`src/rtl/ctrl_rgb_fade.sv`:
```
// Fades the RGB LED peripheral toward software-programmed target colours,
// one step per channel per tick, by mastering Wishbone writes to its duty registers.
module ctrl_rgb_fade #(
    parameter int DIV_W = 16
) (
    input  logic       clk_i,
    input  logic       rst_i,
    input  logic       wb_we_i,
    input  logic [3:0] wb_adr_i,
    input  logic [7:0] wb_dat_i,
    input  logic       wb_stb_i,
    output logic [7:0] wb_dat_o,
    output logic       wb_ack_o,
    output logic       m_wb_we_o,
    output logic [3:0] m_wb_adr_o,
    output logic [7:0] m_wb_dat_o,
    output logic       m_wb_stb_o,
    input  logic       m_wb_ack_i,
    output logic       busy_o
);

    typedef enum logic {ST_IDLE = 1'b0, ST_SEND = 1'b1} state_t;

    state_t            state_r, state_nx_s;
    logic [2:0][7:0]   tgt_r;
    logic [2:0][7:0]   cur_r, cur_nx_s;
    logic [15:0]       period_r;
    logic              en_r;
    logic [DIV_W-1:0]  cnt_r;
    logic [DIV_W-1:0]  per_s, limit_s;
    logic              tick_s, wr_s, sync_s, busy_s;
    logic [2:0]        pend_r, pend_nx_s, step_mask_s, rem_s;
    logic              m_stb_r, m_stb_nx_s, m_we_r, m_we_nx_s;
    logic [3:0]        m_adr_r, m_adr_nx_s;
    logic [7:0]        m_dat_r, m_dat_nx_s;
    logic [7:0]        rd_s;

    function automatic logic [1:0] first_ch(input logic [2:0] mask);
        if (mask[0]) begin
            first_ch = 2'd0;
        end else if (mask[1]) begin
            first_ch = 2'd1;
        end else begin
            first_ch = 2'd2;
        end
    endfunction

    function automatic logic [2:0] ch_bit(input logic [1:0] ch);
        ch_bit = 3'b001 << ch;
    endfunction

    assign wr_s    = wb_stb_i & wb_we_i;
    assign sync_s  = wr_s & (wb_adr_i == 4'h5) & wb_dat_i[1];
    // Periods of 0 and 1 both mean a tick on every enabled cycle.
    assign per_s   = period_r[DIV_W-1:0];
    assign limit_s = (per_s == {DIV_W{1'b0}}) ? {DIV_W{1'b0}} : per_s - DIV_W'(1);
    assign tick_s  = en_r & (cnt_r >= limit_s);
    assign busy_s  = (state_r == ST_SEND) | (cur_r != tgt_r);

    // Software-visible configuration registers.
    always_ff @(posedge clk_i) begin
        if (rst_i) begin
            tgt_r    <= '0;
            period_r <= 16'h0000;
            en_r     <= 1'b0;
        end else if (wr_s) begin
            case (wb_adr_i)
                4'h0:    tgt_r[0]       <= wb_dat_i;
                4'h1:    tgt_r[1]       <= wb_dat_i;
                4'h2:    tgt_r[2]       <= wb_dat_i;
                4'h3:    period_r[7:0]  <= wb_dat_i;
                4'h4:    period_r[15:8] <= wb_dat_i;
                4'h5:    en_r           <= wb_dat_i[0];
                default: ;
            endcase
        end
    end

    // Step divider; free-runs regardless of FSM state so dropped ticks keep cadence.
    always_ff @(posedge clk_i) begin
        if (rst_i) begin
            cnt_r <= {DIV_W{1'b0}};
        end else if (!en_r || tick_s) begin
            cnt_r <= {DIV_W{1'b0}};
        end else begin
            cnt_r <= cnt_r + DIV_W'(1);
        end
    end

    // Next-state, colour stepping and master-cycle loading.
    always_comb begin
        state_nx_s  = state_r;
        pend_nx_s   = pend_r;
        cur_nx_s    = cur_r;
        m_stb_nx_s  = m_stb_r;
        m_we_nx_s   = m_we_r;
        m_adr_nx_s  = m_adr_r;
        m_dat_nx_s  = m_dat_r;
        step_mask_s = 3'b000;
        rem_s       = 3'b000;
        case (state_r)
            ST_IDLE: begin
                if (sync_s) begin
                    pend_nx_s  = 3'b111;
                    state_nx_s = ST_SEND;
                    m_stb_nx_s = 1'b1;
                    m_we_nx_s  = 1'b1;
                    m_adr_nx_s = 4'h0;
                    m_dat_nx_s = cur_r[0];
                end else if (tick_s) begin
                    for (int i = 0; i < 3; i++) begin
                        if (cur_r[i] < tgt_r[i]) begin
                            cur_nx_s[i]    = cur_r[i] + 8'd1;
                            step_mask_s[i] = 1'b1;
                        end else if (cur_r[i] > tgt_r[i]) begin
                            cur_nx_s[i]    = cur_r[i] - 8'd1;
                            step_mask_s[i] = 1'b1;
                        end else begin
                            cur_nx_s[i]    = cur_r[i];
                        end
                    end
                    if (step_mask_s != 3'b000) begin
                        pend_nx_s  = step_mask_s;
                        state_nx_s = ST_SEND;
                        m_stb_nx_s = 1'b1;
                        m_we_nx_s  = 1'b1;
                        m_adr_nx_s = {2'b00, first_ch(step_mask_s)};
                        m_dat_nx_s = cur_nx_s[first_ch(step_mask_s)];
                    end else begin
                        state_nx_s = ST_IDLE;
                    end
                end else begin
                    state_nx_s = ST_IDLE;
                end
            end
            ST_SEND: begin
                if (m_wb_ack_i) begin
                    rem_s     = pend_r & ~ch_bit(m_adr_r[1:0]);
                    pend_nx_s = rem_s;
                    if (rem_s != 3'b000) begin
                        m_adr_nx_s = {2'b00, first_ch(rem_s)};
                        m_dat_nx_s = cur_r[first_ch(rem_s)];
                    end else begin
                        state_nx_s = ST_IDLE;
                        m_stb_nx_s = 1'b0;
                        m_we_nx_s  = 1'b0;
                    end
                end else begin
                    state_nx_s = ST_SEND;
                end
            end
            default: begin
                state_nx_s = ST_IDLE;
                pend_nx_s  = 3'b000;
                m_stb_nx_s = 1'b0;
                m_we_nx_s  = 1'b0;
            end
        endcase
    end

    // FSM state, colour and master-port registers.
    always_ff @(posedge clk_i) begin
        if (rst_i) begin
            state_r <= ST_IDLE;
            pend_r  <= 3'b000;
            cur_r   <= '0;
            m_stb_r <= 1'b0;
            m_we_r  <= 1'b0;
            m_adr_r <= 4'h0;
            m_dat_r <= 8'h00;
        end else begin
            state_r <= state_nx_s;
            pend_r  <= pend_nx_s;
            cur_r   <= cur_nx_s;
            m_stb_r <= m_stb_nx_s;
            m_we_r  <= m_we_nx_s;
            m_adr_r <= m_adr_nx_s;
            m_dat_r <= m_dat_nx_s;
        end
    end

    // Config read mux; unmapped addresses read zero.
    always_comb begin
        rd_s = 8'h00;
        case (wb_adr_i)
            4'h0:    rd_s = tgt_r[0];
            4'h1:    rd_s = tgt_r[1];
            4'h2:    rd_s = tgt_r[2];
            4'h3:    rd_s = period_r[7:0];
            4'h4:    rd_s = period_r[15:8];
            4'h5:    rd_s = {7'b0000000, en_r};
            4'h6:    rd_s = {4'b0000, pend_r, busy_s};
            4'h8:    rd_s = cur_r[0];
            4'h9:    rd_s = cur_r[1];
            4'hA:    rd_s = cur_r[2];
            default: rd_s = 8'h00;
        endcase
    end

    assign wb_dat_o   = rd_s;
    assign wb_ack_o   = wb_stb_i;
    assign m_wb_stb_o = m_stb_r;
    assign m_wb_we_o  = m_we_r;
    assign m_wb_adr_o = m_adr_r;
    assign m_wb_dat_o = m_dat_r;
    assign busy_o     = busy_s;

endmodule
```
`config.mk`:
```
export PLATFORM = sky130hd
export DESIGN_NAME = ctrl_rgb_fade
export DESIGN_NICKNAME = d
export VERILOG_FILES = /design/src/rtl/ctrl_rgb_fade.sv
export SDC_FILE = /design/constraint.sdc
export NUM_CORES = 1
export LEC_CHECK = 0
export CORE_MARGIN = 3
export CORE_UTILIZATION = 40
export CTS_CLUSTER_DIAMETER = 80
export DETAILED_ROUTE_END_ITERATION = 10
export HOLD_SLACK_MARGIN = 0.05
export PLACE_DENSITY = 0.64
export SLEW_MARGIN = 20
export SYNTH_ARGS = -nofsm -noshare
export SYNTH_HDL_FRONTEND = slang
export SYNTH_SLANG_ARGS = --single-unit
```
`constraint.sdc`:
```
create_clock -name clk_i -period 5.2 [get_ports clk_i]
set_clock_uncertainty 0.15 [all_clocks]
set_input_delay 1.04 -clock clk_i [delete_from_list [all_inputs] [get_ports clk_i]]
set_output_delay 1.04 -clock clk_i [all_outputs]
set_load 0.03 [all_outputs]
```
==> results of run 1 <==
-- layer usage --
layer | vias up | wire length (um)
met5 | - | 69
met3 | 37 | 1460
met2 | 242 | 9730
li1 | 3301 | -
met1 | 3129 | 9910
met4 | 2 | 419
-- worst min-delay path by stage --
stage	startpoint	end
after global placement	tgt_r[23]	tgt_r[23]
after global routing	tgt_r[23]	tgt_r[23]
after detailed placement	tgt_r[23]	tgt_r[23]
final	tgt_r[23]	tgt_r[23]
after CTS	tgt_r[23]	tgt_r[23]
after floorplan	tgt_r[23]	tgt_r[23]
-- logic make-up after synthesis --
family / after synthesis / synth area share (%)
AOI/OAI and AO/OA: 194 / 17.8
and+or+nand+nor: 369 / 24.9
muxes: 53 / 8.37
other: 1 / 0.0531
xor gates and xnor gates: 58 / 7.19
DFF: 96 / 27.2
buffers and inverters: 100 / 5.82
adders and majority gates: 49 / 8.67
-- critical path, cell delays in order, from the launching register on --
cell and delay (ps):
dfxtp_1 490, clkinv_1 350, ha_1 390, nand4_1 110
or2_0 340, or4_1 600, mux2i_1 140, o21ai_0 90
o21ai_0 110, o21ai_0 170, clkdlybuf4s50_1 650
-- layout make-up --
class / instances / area, sq um
well taps: 220 / 275
clock buffers: 9 / 225
inverters: 44 / 165
fillers: 1711 / 8990
repair buffers: 62 / 543
clock inverters: 7 / 76.3
flip-flops and latches: 96 / 1920
multi-input cells: 725 / 4740
-- synthesized netlist by cell type, types with 3 or more instances --
master	instances	area (sq um)
a32oi_1	3	26.3
a22oi_1	7	52.6
o211ai_1	7	52.6
nand2_1	104	390
nand3_1	55	275
mux4_2	4	90.1
or4_1	4	30.0
nor2b_1	13	81.3
nor3b_1	3	22.5
inv_1	42	158
o32ai_1	6	52.6
o21a_1	4	30.0
a41o_1	3	30.0
xor2_1	32	280
o22ai_1	6	37.5
dfxtp_1	96	1920
or2_0	3	18.8
nand4_1	16	100
a211oi_1	5	37.5
a221oi_1	3	26.3
ha_1	49	613
mux2_2	5	56.3
and2_1	5	31.3
a21oi_2	3	26.3
nor4_1	5	31.3
a21o_1	3	22.5
xnor2_1	26	228
nor3_1	16	80.1
a21oi_1	60	300
or3_1	6	37.5
and3_1	16	100
buf_4	6	45.0
nor2_1	102	383
o21ai_1	4	20.0
mux2i_1	43	430
a211o_1	3	26.3
a31oi_1	16	100
o21ai_0	38	190
buf_2	11	55.1
nand2b_1	9	56.3
clkbuf_1	37	139
-- registers in the layout (all words and copies together), names as in the netlist --
signal,count
cnt_r,16
cur_r,24
per_s,16
m_wb_we_o,1
m_wb_adr_o,2
en_r,1
tgt_r,24
state_r,1
pend_r,3
m_wb_dat_o,8
-- power groups by stage --
stage	Sequential (mW)	Clock, mW	Combinational [mW]
global route	0.743	0.718	0.278
finish	0.743	0.685	0.255
floorplan	0.761	0	0.167
global placement	0.760	0	0.252
detailed placement	0.760	0	0.251
CTS	0.743	0.695	0.252
-- cells in the final DEF, fill, tap and decap left out, drive strengths merged, types with 7 or more instances in the layout --
| cell | instances |
|---|---|
| xnor2 | 26 |
| ha | 49 |
| nor3 | 17 |
| nand2b | 11 |
| nand2 | 104 |
| inv | 46 |
| buf | 30 |
| o21ai | 42 |
| clkdlybuf4s50 | 32 |
| dfxtp | 96 |
| mux2i | 43 |
| and3 | 16 |
| nand4 | 16 |
| xor2 | 32 |
| o211ai | 8 |
| a211oi | 7 |
| a22oi | 7 |
| a21oi | 63 |
| a31oi | 16 |
| nand3 | 56 |
| nor2 | 102 |
| clkbuf | 9 |
| nor2b | 16 |
-- metrics by stage --
step / area (sq um) / setup slack (ps)
after global routing: 7950 / 69.6
after floorplan: 7070 / 1230
after global placement: 7650 / 581
after CTS: 7950 / 273
after detailed placement: 7650 / 551
final: 7950 / 212
==> results.cfg, run 1 <==
[outcome]
outcome = complete, no violations

[logic_synthesis]
ys_seq_area_share_pct = 27.2
synth_warnings = 0
async_flop_share_pct = 0
synthFlopType = dfxtp_1
synth_edf_count = 0
ys_seq_elements = 96
avgSynthCellArea_sq_um = 7.68
synth_cells = 920
ys_types = 75
netlist_area_sq_um = 7070

[die]
row_count = 47
die_area_sq_um = 19300
io_pins = 41
die_w_um = 139
die_h_um = 139
coreArea_sq_um = 16900
initial_utilization_pct = 41.7

[worst_setup_path]
timing_worst_setup_path_type = register to output port
critPathMaxFanout = 8
worstSetupEndpoint = wb_dat_o[0]
r2r-end = cur_r[18]
rr_startpoint = per_s[2]
critPathArrivalTime_ps = 3800
rr_worst_depth = 14
r2r_slack_ps = 810
crit_start = cur_r[0]
worstSetupEndpointType = output port
critPathLaunchType = register
crit_required_ps = 4010

[sta]
period_needed_ps = 4990
tightest_slew_ps = 815
fmax_mhz = 200
timing.hold.ws_ps = 313
final_hold_viol_count = 0
post-route-period-util_pct = 95.9
rsz0062_at_grt = false
setup_violations = 0
slew_headroom_pct = 45.7
tns_ps = 0
drv_slew = 0

[route]
wl_per_cell_um = 18.6
vias = 6711
ant_nets = 0
dr.pass1.iters = 5
routed_wl_mm = 21.6
route.detailed.drc = 0
via_per_inst = 5.77
drt_iter0_drc = 546

[grt]
grt_pass1_wl_mm = 34.6
use_met2_pct = 35.6
antenna_found_initial = 0
global_route.usage.met1_pct = 31.2
grt_busiest_layer = met2
met3_usage_pct = 3.24
grt_max_degree = 73
grtUsageTotal_pct = 22.3
grt_pass1_vias = 6292
grt-ovfl-total = 0

[power]
swShare_pct = 30.3
cell_internal_pwr_mw = 1.17
totalPowerFinal_mw = 1.68
p_leak_nw = 3.10
ir_drop_uv = 141
p_per_area_nw_per_um2 = 212
p_seq_share_pct = 44.1
power_switching_mw = 0.510
pwr-share-comb_pct = 15.2
clkPwrFrac_pct = 40.7

[clock_tree]
cts_buffer_depth = 2
cts-resized-gates = 0
cts_buffers = 9
cts-root-buf = clkbuf_16
post-cts-setup-buffers = 0
htreeDepth = 3
clkTransAtPathRegs_ps = 80
cts_tree = built
clock_latency_ps = 370
cts_hold_buf = 0
clock_sink_count = 96

[min_path]
min_path_cells = 2
min-delay-path-class = register to register

[run]
maxCapViolations = 0

[final_layout]
layoutNonFillerInstCount = 1163
final_nets = 1004
areaGrowthSynthToFinish_pct = 12.5
post-route-util_pct = 46.9
layout-drive-gt1-share_pct = 7.95
antenna_cells = 0

[placed_design]
port_buffers = 38
dpl.hpwl_mm = 16.3
place_inst = 1147
gp_congestion = 0.965
(Power assumes the default switching activity.)
==> run 2, diff against run 1 <==
Settings changed: ABC_AREA set to 0, SKIP_LAST_GASP set to 1.
==> results of run 2 <==
Final layout, timing and power as in run 1 (identical DEF).
